## src/rtl/risp_arbitro_sorgenti.sv

```systemverilog
// rtl/risp_arbitro_sorgenti.sv - round-robin arbiter for the UDP response path
//
// Shares one risp_event/lcode/lung/data/valid stream among N_SRC result
// sources. A granted source gets its burst announced, then streams its words
// under transport back-pressure. A starved source is padded with zero words
// so that the delivered length always matches the announced one.
//
// Ports:
//   clk, i_rst_n              clock, synchronous active-low reset
//   i_req/i_lung              per-source burst request (level) and length
//   i_data/i_valid/od_ready   per-source word stream handshake
//   od_gnt                    one-hot grant, held for the whole service
//   od_done                   one-cycle pulse at burst end
//   i_busy                    transport back-pressure
//   od_risp_event/lcode/lung  burst announcement (source index, length)
//   od_risp_data/valid        output word stream, one cycle after transfer
//   od_errore                 sticky: [0] zero length, [1] clipped, [2] padded
//   od_attivo                 high whenever a burst is being serviced

module risp_arbitro_sorgenti #(
  parameter int N_SRC    = 3,
  parameter int LUNG_W   = 16,
  parameter int MAX_LUNG = 2048,
  parameter int TIMEOUT  = 1024
) (
  input  logic                    clk,
  input  logic                    i_rst_n,
  input  logic [N_SRC-1:0]        i_req,
  input  logic [N_SRC*LUNG_W-1:0] i_lung,
  input  logic [N_SRC*32-1:0]     i_data,
  input  logic [N_SRC-1:0]        i_valid,
  output logic [N_SRC-1:0]        od_ready,
  output logic [N_SRC-1:0]        od_gnt,
  output logic [N_SRC-1:0]        od_done,
  input  logic                    i_busy,
  output logic                    od_risp_event,
  output logic [1:0]              od_risp_lcode,
  output logic [LUNG_W-1:0]       od_risp_lung,
  output logic [31:0]             od_risp_data,
  output logic                    od_risp_valid,
  output logic [2:0]              od_errore,
  output logic                    od_attivo
);

  localparam int CNT_W = LUNG_W + 1;
  localparam int TO_W  = $clog2(TIMEOUT + 1);
  localparam logic [LUNG_W-1:0] MAX_L   = LUNG_W'(MAX_LUNG);
  localparam logic [TO_W-1:0]   TO_LAST = TO_W'(TIMEOUT - 1);

  typedef enum logic [2:0] {
    S_IDLE,
    S_ANNUNCIO,
    S_FLUSSO,
    S_RIEMPI,
    S_FINE
  } state_t;

  state_t              r_state;
  logic [1:0]          r_ptr;
  logic [1:0]          r_g;
  logic [N_SRC-1:0]    r_gnt;
  logic [N_SRC-1:0]    r_done;
  logic [LUNG_W-1:0]   r_lung;
  logic [CNT_W-1:0]    r_cnt;
  logic [TO_W-1:0]     r_tcnt;
  logic                r_event;
  logic [31:0]         r_data;
  logic                r_valid;
  logic [2:0]          r_err;

  logic                w_any;
  logic [1:0]          w_sel;
  logic [N_SRC-1:0]    w_sel_oh;
  logic [LUNG_W-1:0]   w_sel_lung;
  logic                w_valid_g;
  logic [31:0]         w_data_g;
  logic                w_xfer;
  logic                w_starve;
  logic [CNT_W-1:0]    w_cnt_inc;
  logic                w_last;
  logic [1:0]          w_ptr_next;

  // Round-robin pick: lowest requester at or above the pointer, otherwise
  // lowest requester overall (which is then necessarily below the pointer).
  // Loops run downward so the lowest matching index is the one that sticks.
  always_comb begin
    w_any = 1'b0;
    w_sel = '0;
    for (int i = N_SRC - 1; i >= 0; i--) begin
      if (i_req[i] && (2'(i) >= r_ptr)) begin
        w_any = 1'b1;
        w_sel = 2'(i);
      end
    end
    if (!w_any) begin
      for (int i = N_SRC - 1; i >= 0; i--) begin
        if (i_req[i]) begin
          w_any = 1'b1;
          w_sel = 2'(i);
        end
      end
    end
  end

  always_comb begin
    w_sel_oh   = '0;
    w_sel_lung = '0;
    w_valid_g  = 1'b0;
    w_data_g   = '0;
    od_ready   = '0;
    for (int i = 0; i < N_SRC; i++) begin
      w_sel_oh[i] = (w_sel == 2'(i));
      if (w_sel == 2'(i)) w_sel_lung = i_lung[i*LUNG_W +: LUNG_W];
      if (r_g == 2'(i)) begin
        w_valid_g = i_valid[i];
        w_data_g  = i_data[i*32 +: 32];
      end
      od_ready[i] = (r_state == S_FLUSSO) && !i_busy && (r_g == 2'(i));
    end
  end

  assign w_xfer     = (r_state == S_FLUSSO) && !i_busy && w_valid_g;
  assign w_starve   = (r_state == S_FLUSSO) && !i_busy && !w_valid_g;
  assign w_cnt_inc  = r_cnt + CNT_W'(1);
  assign w_last     = (w_cnt_inc == {1'b0, r_lung});
  assign w_ptr_next = (r_g == 2'(N_SRC - 1)) ? 2'd0 : r_g + 2'd1;

  always_ff @(posedge clk) begin
    if (!i_rst_n) begin
      r_state <= S_IDLE;
      r_ptr   <= '0;
      r_g     <= '0;
      r_gnt   <= '0;
      r_done  <= '0;
      r_lung  <= '0;
      r_cnt   <= '0;
      r_tcnt  <= '0;
      r_event <= 1'b0;
      r_data  <= '0;
      r_valid <= 1'b0;
      r_err   <= '0;
    end else begin
      r_event <= 1'b0;
      r_valid <= 1'b0;
      r_done  <= '0;
      case (r_state)
        S_IDLE: begin
          if (w_any) begin
            r_g    <= w_sel;
            r_gnt  <= w_sel_oh;
            r_cnt  <= '0;
            r_tcnt <= '0;
            if (w_sel_lung == '0) begin
              // Nothing to send: skip the announcement, just close the burst.
              r_err[0] <= 1'b1;
              r_lung   <= '0;
              r_done   <= w_sel_oh;
              r_state  <= S_FINE;
            end else begin
              r_event <= 1'b1;
              r_state <= S_ANNUNCIO;
              if (w_sel_lung > MAX_L) begin
                r_lung   <= MAX_L;
                r_err[1] <= 1'b1;
              end else begin
                r_lung <= w_sel_lung;
              end
            end
          end
        end
        S_ANNUNCIO: begin
          r_state <= S_FLUSSO;
        end
        S_FLUSSO: begin
          if (w_xfer) begin
            r_data  <= w_data_g;
            r_valid <= 1'b1;
            r_cnt   <= w_cnt_inc;
            r_tcnt  <= '0;
            if (w_last) begin
              r_done  <= r_gnt;
              r_state <= S_FINE;
            end
          end else if (w_starve) begin
            // Busy cycles are not the source's fault: only idle-ready cycles count.
            if (r_tcnt == TO_LAST) begin
              r_err[2] <= 1'b1;
              r_tcnt   <= '0;
              r_state  <= S_RIEMPI;
            end else begin
              r_tcnt <= r_tcnt + TO_W'(1);
            end
          end
        end
        S_RIEMPI: begin
          if (!i_busy) begin
            r_data  <= '0;
            r_valid <= 1'b1;
            r_cnt   <= w_cnt_inc;
            if (w_last) begin
              r_done  <= r_gnt;
              r_state <= S_FINE;
            end
          end
        end
        S_FINE: begin
          r_gnt   <= '0;
          r_ptr   <= w_ptr_next;
          r_state <= S_IDLE;
        end
        default: begin
          r_state <= S_IDLE;
        end
      endcase
    end
  end

  assign od_gnt        = r_gnt;
  assign od_done       = r_done;
  assign od_risp_event = r_event;
  assign od_risp_lcode = r_g;
  assign od_risp_lung  = r_lung;
  assign od_risp_data  = r_data;
  assign od_risp_valid = r_valid;
  assign od_errore     = r_err;
  assign od_attivo     = (r_state != S_IDLE);

endmodule

```

## config.mk

```make
export PLATFORM = sky130hd
export DESIGN_NAME = risp_arbitro_sorgenti
export DESIGN_NICKNAME = d
export VERILOG_FILES = /design/src/rtl/risp_arbitro_sorgenti.sv
export SDC_FILE = /design/constraint.sdc
export NUM_CORES = 1
export LEC_CHECK = 0
export BUFFER_PORTS_ARGS = -buffer_cell sky130_fd_sc_hd__clkbuf_2
export CAP_MARGIN = 20
export CORE_ASPECT_RATIO = 0.9
export CORE_MARGIN = 10
export CORE_UTILIZATION = 44
export DETAILED_ROUTE_END_ITERATION = 10
export HOLD_SLACK_MARGIN = 0.08
export PLACE_DENSITY = 0.77
export RECOVER_POWER = 50
export REMOVE_ABC_BUFFERS = 1
export SLEW_MARGIN = 20
export SYNTH_ARGS = -nofsm -noshare
export SYNTH_HDL_FRONTEND = slang
export SYNTH_SLANG_ARGS = --single-unit
```

## constraint.sdc

```tcl
create_clock -name clk -period 2.4 [get_ports clk]
set_input_delay 0 -clock clk [delete_from_list [all_inputs] [get_ports clk]]
set_output_delay 0 -clock clk [all_outputs]
set_load 0.01 [all_outputs]
```

Word-level counts from Yosys, hierarchy flattened:

Index checks and enable logic that the tools add are counted.

* input bits: 153
* output and inout port bits: 65
* logic and storage cells: 126
* flip-flop bits (word level): 94

* magnitude comparators: 4
* bitwise logic cells: 2
* multiplexer cells: 58
* $add $sub $neg: 3
* reduce and logical (&&, ||, !) cells: 30
* equal/unequal tests: 15

Operators by type and width (number)
* two-way mux 32 bit: 5
* two-way mux 16 bit: 5
* one-hot mux 32 bit (2 select lines): 1
* two-way mux 17 bit: 3
* one-hot mux 17 bit (3 select lines): 1
* two-way mux 11 bit: 4
* two-way mux 3 bit: 13
* one-hot mux 11 bit (2 select lines): 1
* adder 17 x 1 -> 17 bit (second input constant): 1
* equality test 17 x 16 -> 1 bit: 1
* > comparator 16 x 12 -> 1 bit (second input constant): 1
* logical NOT 16 bit: 1
* two-way mux 2 bit: 8
* AND reduction 4 bit: 4
* two-way mux 1 bit: 13
* one-hot mux 3 bit (4 select lines): 1
* AND reduction 3 bit: 4
* adder 11 x 1 -> 11 bit (second input constant): 1
* equality test 11 x 10 -> 1 bit (second input constant): 1
* logical AND 1 bit: 9
* one-hot mux 3 bit (3 select lines): 1
* equality test 3 x 2 -> 1 bit (second input constant): 2
* inequality test 2 bit (second input constant): 3
* one-hot mux 3 bit (2 select lines): 1
* 17 further kinds: 27

Depth between registers and ports, before layout:

* word-level depth: 17
* depth in mapped cells: 11
* depth with buffers taken out: 9

Worst setup path after synthesis:

OpenSTA, ideal clock, no wires.

* path kind: register to register
* start point: register r_cnt[0]
* end point: register r_state[0]
* setup time: 0.120 ns
* required time: 2.280 ns
* path buffers: 1
* setup slack: -0.128 ns
* data arrival time: 2.408 ns
* clock period less this slack: 2.528 ns
* stages on the path, launching flop included: 11
* path through: dfxtp_1 -> ha_1 -> and4_1 -> buf_2 -> nand4_1 -> or2_1 -> a211o_1 -> o211ai_1 -> nor4b_2 -> nor2_1 -> o31a_1

* cells in the longest elaborated chain, start to end: 5
* elaborated cells on any way between the ends: 6
* classes of those cells: 1 x add/sub; 1 x eq/ne; 4 x mux

Ends and longest elaborated chain
* start: declaration: line 64 `logic [CNT_W-1:0] r_cnt;`
* start signal: assignment: line 178 `r_cnt <= w_cnt_inc;`
* start signal: assignment: line 199 `r_cnt <= w_cnt_inc;`
* adder 17 x 1 -> 17 bit (*): line 124 `assign w_cnt_inc = r_cnt + CNT_W'(1);`
* equality test 17 x 16 -> 1 bit (*): line 125 `assign w_last = (w_cnt_inc == {1'b0, r_lung});`
* two-way mux 3 bit (*)
* two-way mux 3 bit (on tied branches)
* one-hot mux 3 bit (4 select lines) (*)
* end signal: assignment: line 130 `r_state <= S_IDLE;`
* end signal: assignment: line 158 `r_state <= S_FINE;`
* end signal: assignment: line 161 `r_state <= S_ANNUNCIO;`
* end: declaration: line 58 `state_t r_state;`

Every way passes the cells marked *; elsewhere a longest branch is shown, timed or not. The select of a mux whose other input is x is not followed.
A chain may end at the register's enable or synchronous reset.

Final worst setup path:

* start point: register r_ptr[0]
* end point: register r_state[0]

* cells in the longest elaborated chain, start to end: 17
* elaborated cells on any way between the ends: 29
* classes of those cells: 3 x order compare; 3 x eq/ne; 17 x mux; 6 x reduce/logical

Ends and longest elaborated chain
* start: declaration: line 59 `logic [1:0] r_ptr;`
* start signal: assignment: line 208 `r_ptr <= w_ptr_next;`
* greater-or-equal comparator 2 bit: line 90 `if (i_req[i] && (2'(i) >= r_ptr)) begin`
* logical AND 1 bit: line 90
* two-way mux 2 bit (3 in a row): line 90
* two-way mux 2 bit (3 in a row): line 97 `if (i_req[i]) begin`
* two-way mux 2 bit: line 95 `if (!w_any) begin`
* logical NOT 2 bit: line 113 `if (w_sel == 2'(i)) w_sel_lung = i_lung[i*LUNG_W +: LUNG_W];`
* two-way mux 16 bit (3 in a row): line 113
* logical NOT 16 bit: line 153 `if (w_sel_lung == '0) begin`
* two-way mux 3 bit: line 153
* two-way mux 3 bit: line 148 `if (w_any) begin`
* one-hot mux 3 bit (4 select lines): line 146 `case (r_state)`
* end signal: assignment: line 158
* end signal: assignment: line 161
* end signal: assignment: line 172 `r_state <= S_FLUSSO;`

Several ways; a longest one is shown, not always the timed one. The select of a mux whose other input is x is not followed.

==> flow_metrics.py <==
metrics = {
    "setup_path": {
        "worstPathArrival_ps": 2660,
        "critPathCaptureType": "flop",
        "crit_type": "reg -> reg",
        "timing.rr.start": "r_ptr[0]$_SDFFE_PN0P_",
        "r2r_end": "r_state[0]$_SDFFE_PN0P_",
        "rrSetupSlack_ps": -40,
        "worstPathMaxFanout": 6,
        "reg2regPathDepth": 10,
        "start_kind": "flop",
        "cp.required_ps": 2620,
    },
    "die": {
        "core_area_mm2": 0.01157,
        "die_w_um": 135.3,
        "dieArea_mm2": 0.01675,
        "die_y_um": 123.8,
        "ios": 218,
        "initial_core_util_pct": 45.49,
        "fp-row-count": 37,
    },
    "min_path": {
        "hp-class": "in -> reg",
        "min_delay_path_depth": 4,
        "timing.hold.worst_endpoint": "od_risp_data[4]$_SDFFE_PN0P_",
        "hold_start": "i_data[4]",
    },
    "clock_tree": {
        "numCtsBuffers": 9,
        "clock_latency_ps": 340,
        "cts_tree": "yes",
        "ctsHtreeMaxLevel": 3,
        "clkSinkCount": 94,
        "clk_path_buf_depth": 2,
        "clk_pin_slew_worst_paths_ps": 80,
        "cts-root-buf": "clkbuf_16",
    },
    "run": {
        "drv_cap": 0,
    },
    "detailed_routing": {
        "drc": 0,
        "routed_wirelength_um": 19920,
        "avgViaCountPerCell": 5.518,
        "drt_iter0_markers": 539,
        "antenna_left": 0,
        "wire_per_inst_um": 18.06,
        "drt-pass1-iter-count": 5,
        "vias": 6086,
    },
    "global_route": {
        "grt_max_degree": 36,
        "grt_pass1_vias": 6049,
        "antenna_found_initial": 1,
        "grt_pass1_wl_um": 30010,
        "overflow": 0,
        "grt_usage_pct": 21.63,
    },
    "layout": {
        "final_layout_size_suffix_gt1_share_pct": 30.48,
        "area_delta_synth_final_pct": 48.05,
        "layout_common_cells": "clkbuf_2 (161), dfxtp_1 (88), nand2_1 (76), o21ai_0 (65), buf_4 (65)",
        "final_common_cell": "clkbuf_2",
        "final.fill_count": 962,
        "nets": 1095,
    },
    "logic_synthesis": {
        "synth_edf_count": 0,
        "synth_top_area_share_pct": 35.74,
        "ys_top_cells_by_area": "dfxtp_1 (36%), mux2i_1 (6.5%), o21ai_0 (6.2%)",
        "synth_cell_types": 66,
        "ys_seq_area_share_pct": 35.74,
        "avgSynthCellArea_um2": 8.176,
        "yosysWarningCount": 0,
        "synth_flop_cell": "dfxtp_1",
        "ys_ff_latch": 94,
        "synth-async-reset-ratio_pct": 0,
        "synth.largest_area_cell": "dfxtp_1",
        "syn_inst": 644,
        "syn_area_mm2": 0.005265,
    },
    "timing": {
        "slew_violations": 0,
        "relSlewSlack_pct": 30.52,
        "timing.fmax_mhz": 409.6,
        "rsz0062_at_grt": "yes",
        "setup_viol": 1,
        "hold_ws_ps": 85.24,
        "fin_crit_sh_pct": 101.7,
        "fin_skew_ps": 13.42,
        "worst_slew_pin_slew_ps": 1042,
        "finalSetupTns_ps": -41.58,
        "fin_crit_ps": 2442,
        "fin_ws_ps": -41.58,
        "hold_viol_final": 0,
    },
    "power": {
        "p_int_mw": 3.189,
        "power_frac_seq_pct": 37.3,
        "leakage_nw": 3.228,
        "power.net_switching_mw": 1.459,
        "switching_share_pct": 31.39,
        "cellPowerDensity_mw_per_mm2": 596.2,
        "ir_worst_vdd_mv": 0.4502,
        "p_comb_share_pct": 27.9,
        "total_power_mw": 4.647,
        "power_frac_clock_pct": 34.8,
    },
    "place": {
        "io_buffers": 217,
        "gp_congestion": 0.9028,
        "hpwl_um": 13960,
    },
    "run_status": {
        "status": "complete, but fails checks",
        "violations": "setup timing",
    },
}
-- power groups by stage --
stage	Clock [mW]	Combinational, mW	Sequential [mW]
after floorplan	0	0.583	1.82
after global placement	0	1.18	1.76
after detailed placement	0	1.19	1.77
after CTS	1.63	1.28	1.73
after global routing	1.69	1.42	1.74
final	1.62	1.30	1.73
-- worst max path at each step --
| stage | startpoint | to | cells past startpoint |
|---|---|---|---|
| global route | r_ptr[0]$_SDFFE_PN0P_ | r_state[0]$_SDFFE_PN0P_ | 10 |
| global placement | r_ptr[0]$_SDFFE_PN0P_ | r_state[0]$_SDFFE_PN0P_ | 9 |
| detailed placement | r_ptr[0]$_SDFFE_PN0P_ | r_state[0]$_SDFFE_PN0P_ | 9 |
| CTS | r_ptr[1]$_SDFFE_PN0P_ | r_state[0]$_SDFFE_PN0P_ | 10 |
| finish | r_ptr[0]$_SDFFE_PN0P_ | r_state[0]$_SDFFE_PN0P_ | 10 |
| floorplan | od_risp_lcode[0]$_SDFFE_PN0P_ | od_risp_data[31]$_SDFFE_PN0P_ | 6 |
-- repair_timing --
action | 4_1_cts | 5_1_grt
hold endpoints to repair | 32 | 0
hold buffers | 38 | 0
pin swaps | 9 | 18
resized for setup | 15 | 24
cloned | 0 | 2
buffers inserted | 6 | 4
endpoints found under the setup margin | 6 | 8
-- metrics by stage --
stage	cell area, µm²	instances	utilization [%]	setup slack (ps)
after global routing	7792	1102	67.33	-178.5
after CTS	7701	1095	66.54	-25.97
after floorplan	5066	597	-	-2028
after detailed placement	6877	1035	59.42	-143.1
after global placement	6877	1035	59.42	-36.05
final	7795	1103	67.35	-41.58
-- cell usage after synthesis (7+ instances only) --
master	instances
dfxtp_1	94
nand2_1	76
o21ai_0	65
nor2_1	39
a22o_1	34
mux2i_1	34
clkbuf_1	30
and2_1	23
a21oi_1	22
nand3_1	21
o31ai_1	18
nor2b_1	15
xnor2_1	15
xor2_1	14
and3_1	13
a21boi_0	11
nand4_1	11
nor3_1	10
buf_2	9
inv_1	7
-- state kept, by name, summed over array words and instances, names as in the netlist --
register and flops:
od_risp_event 1, od_risp_valid 1, od_risp_data 32, od_risp_lcode 2, r_tcnt 11, r_cnt 17
r_ptr 2, od_done 3, od_gnt 3, r_state 3, od_errore 3, od_risp_lung 16
-- final cells by class --
class / instances / area [µm²] / area share (%)
Timing Repair Buffer: 331 / 1996 / 25.60
Sequential cell: 94 / 1889 / 24.24
Clock buffer: 11 / 252.7 / 3.242
Clock inverter: 5 / 86.33 / 1.108
Tap cell: 156 / 195.2 / 2.504
Multi-Input combinational cell: 497 / 3344 / 42.91
Antenna cell: 2 / 5.005 / 0.06421
Inverter: 7 / 26.28 / 0.3371
-- logic make-up (layout without fill, tap and decap cells) --
group,after synthesis,in the layout,synth area share [%]
AOI/OAI and AO/OA,191,192,24.62
xor gates and xnor gates,29,29,4.824
adders and majority gates,2,2,0.4752
buffers and inverters,54,354,4.278
DFF,94,94,35.74
muxes,34,34,6.464
other,0,2,0
and+or+nand+nor,240,240,23.60
-- per-layer routing --
| metal | track usage (%) | share of wire (%) | vias to the layer above |
|---|---|---|---|
| met2 | 36.65 | 49 | 297 |
| met3 | 6.481 | 7.7 | 67 |
| met5 | 0 | 0 | - |
| met1 | 24.66 | 39 | 2784 |
| met4 | 10.35 | 3.9 | 0 |
| li1 | - | - | 2938 |
-- critical path, cell delays in order (launching register included) --
cell and delay (ps):
dfxtp_2 350, buf_4 140, and3b_2 250, o32ai_4 100, a222oi_1 370, buf_4 190
nand4_1 180, nor4_4 290, buf_4 180, nor3_2 40, o31a_1 240
Note: power is estimated with default switching activity, not from simulation.
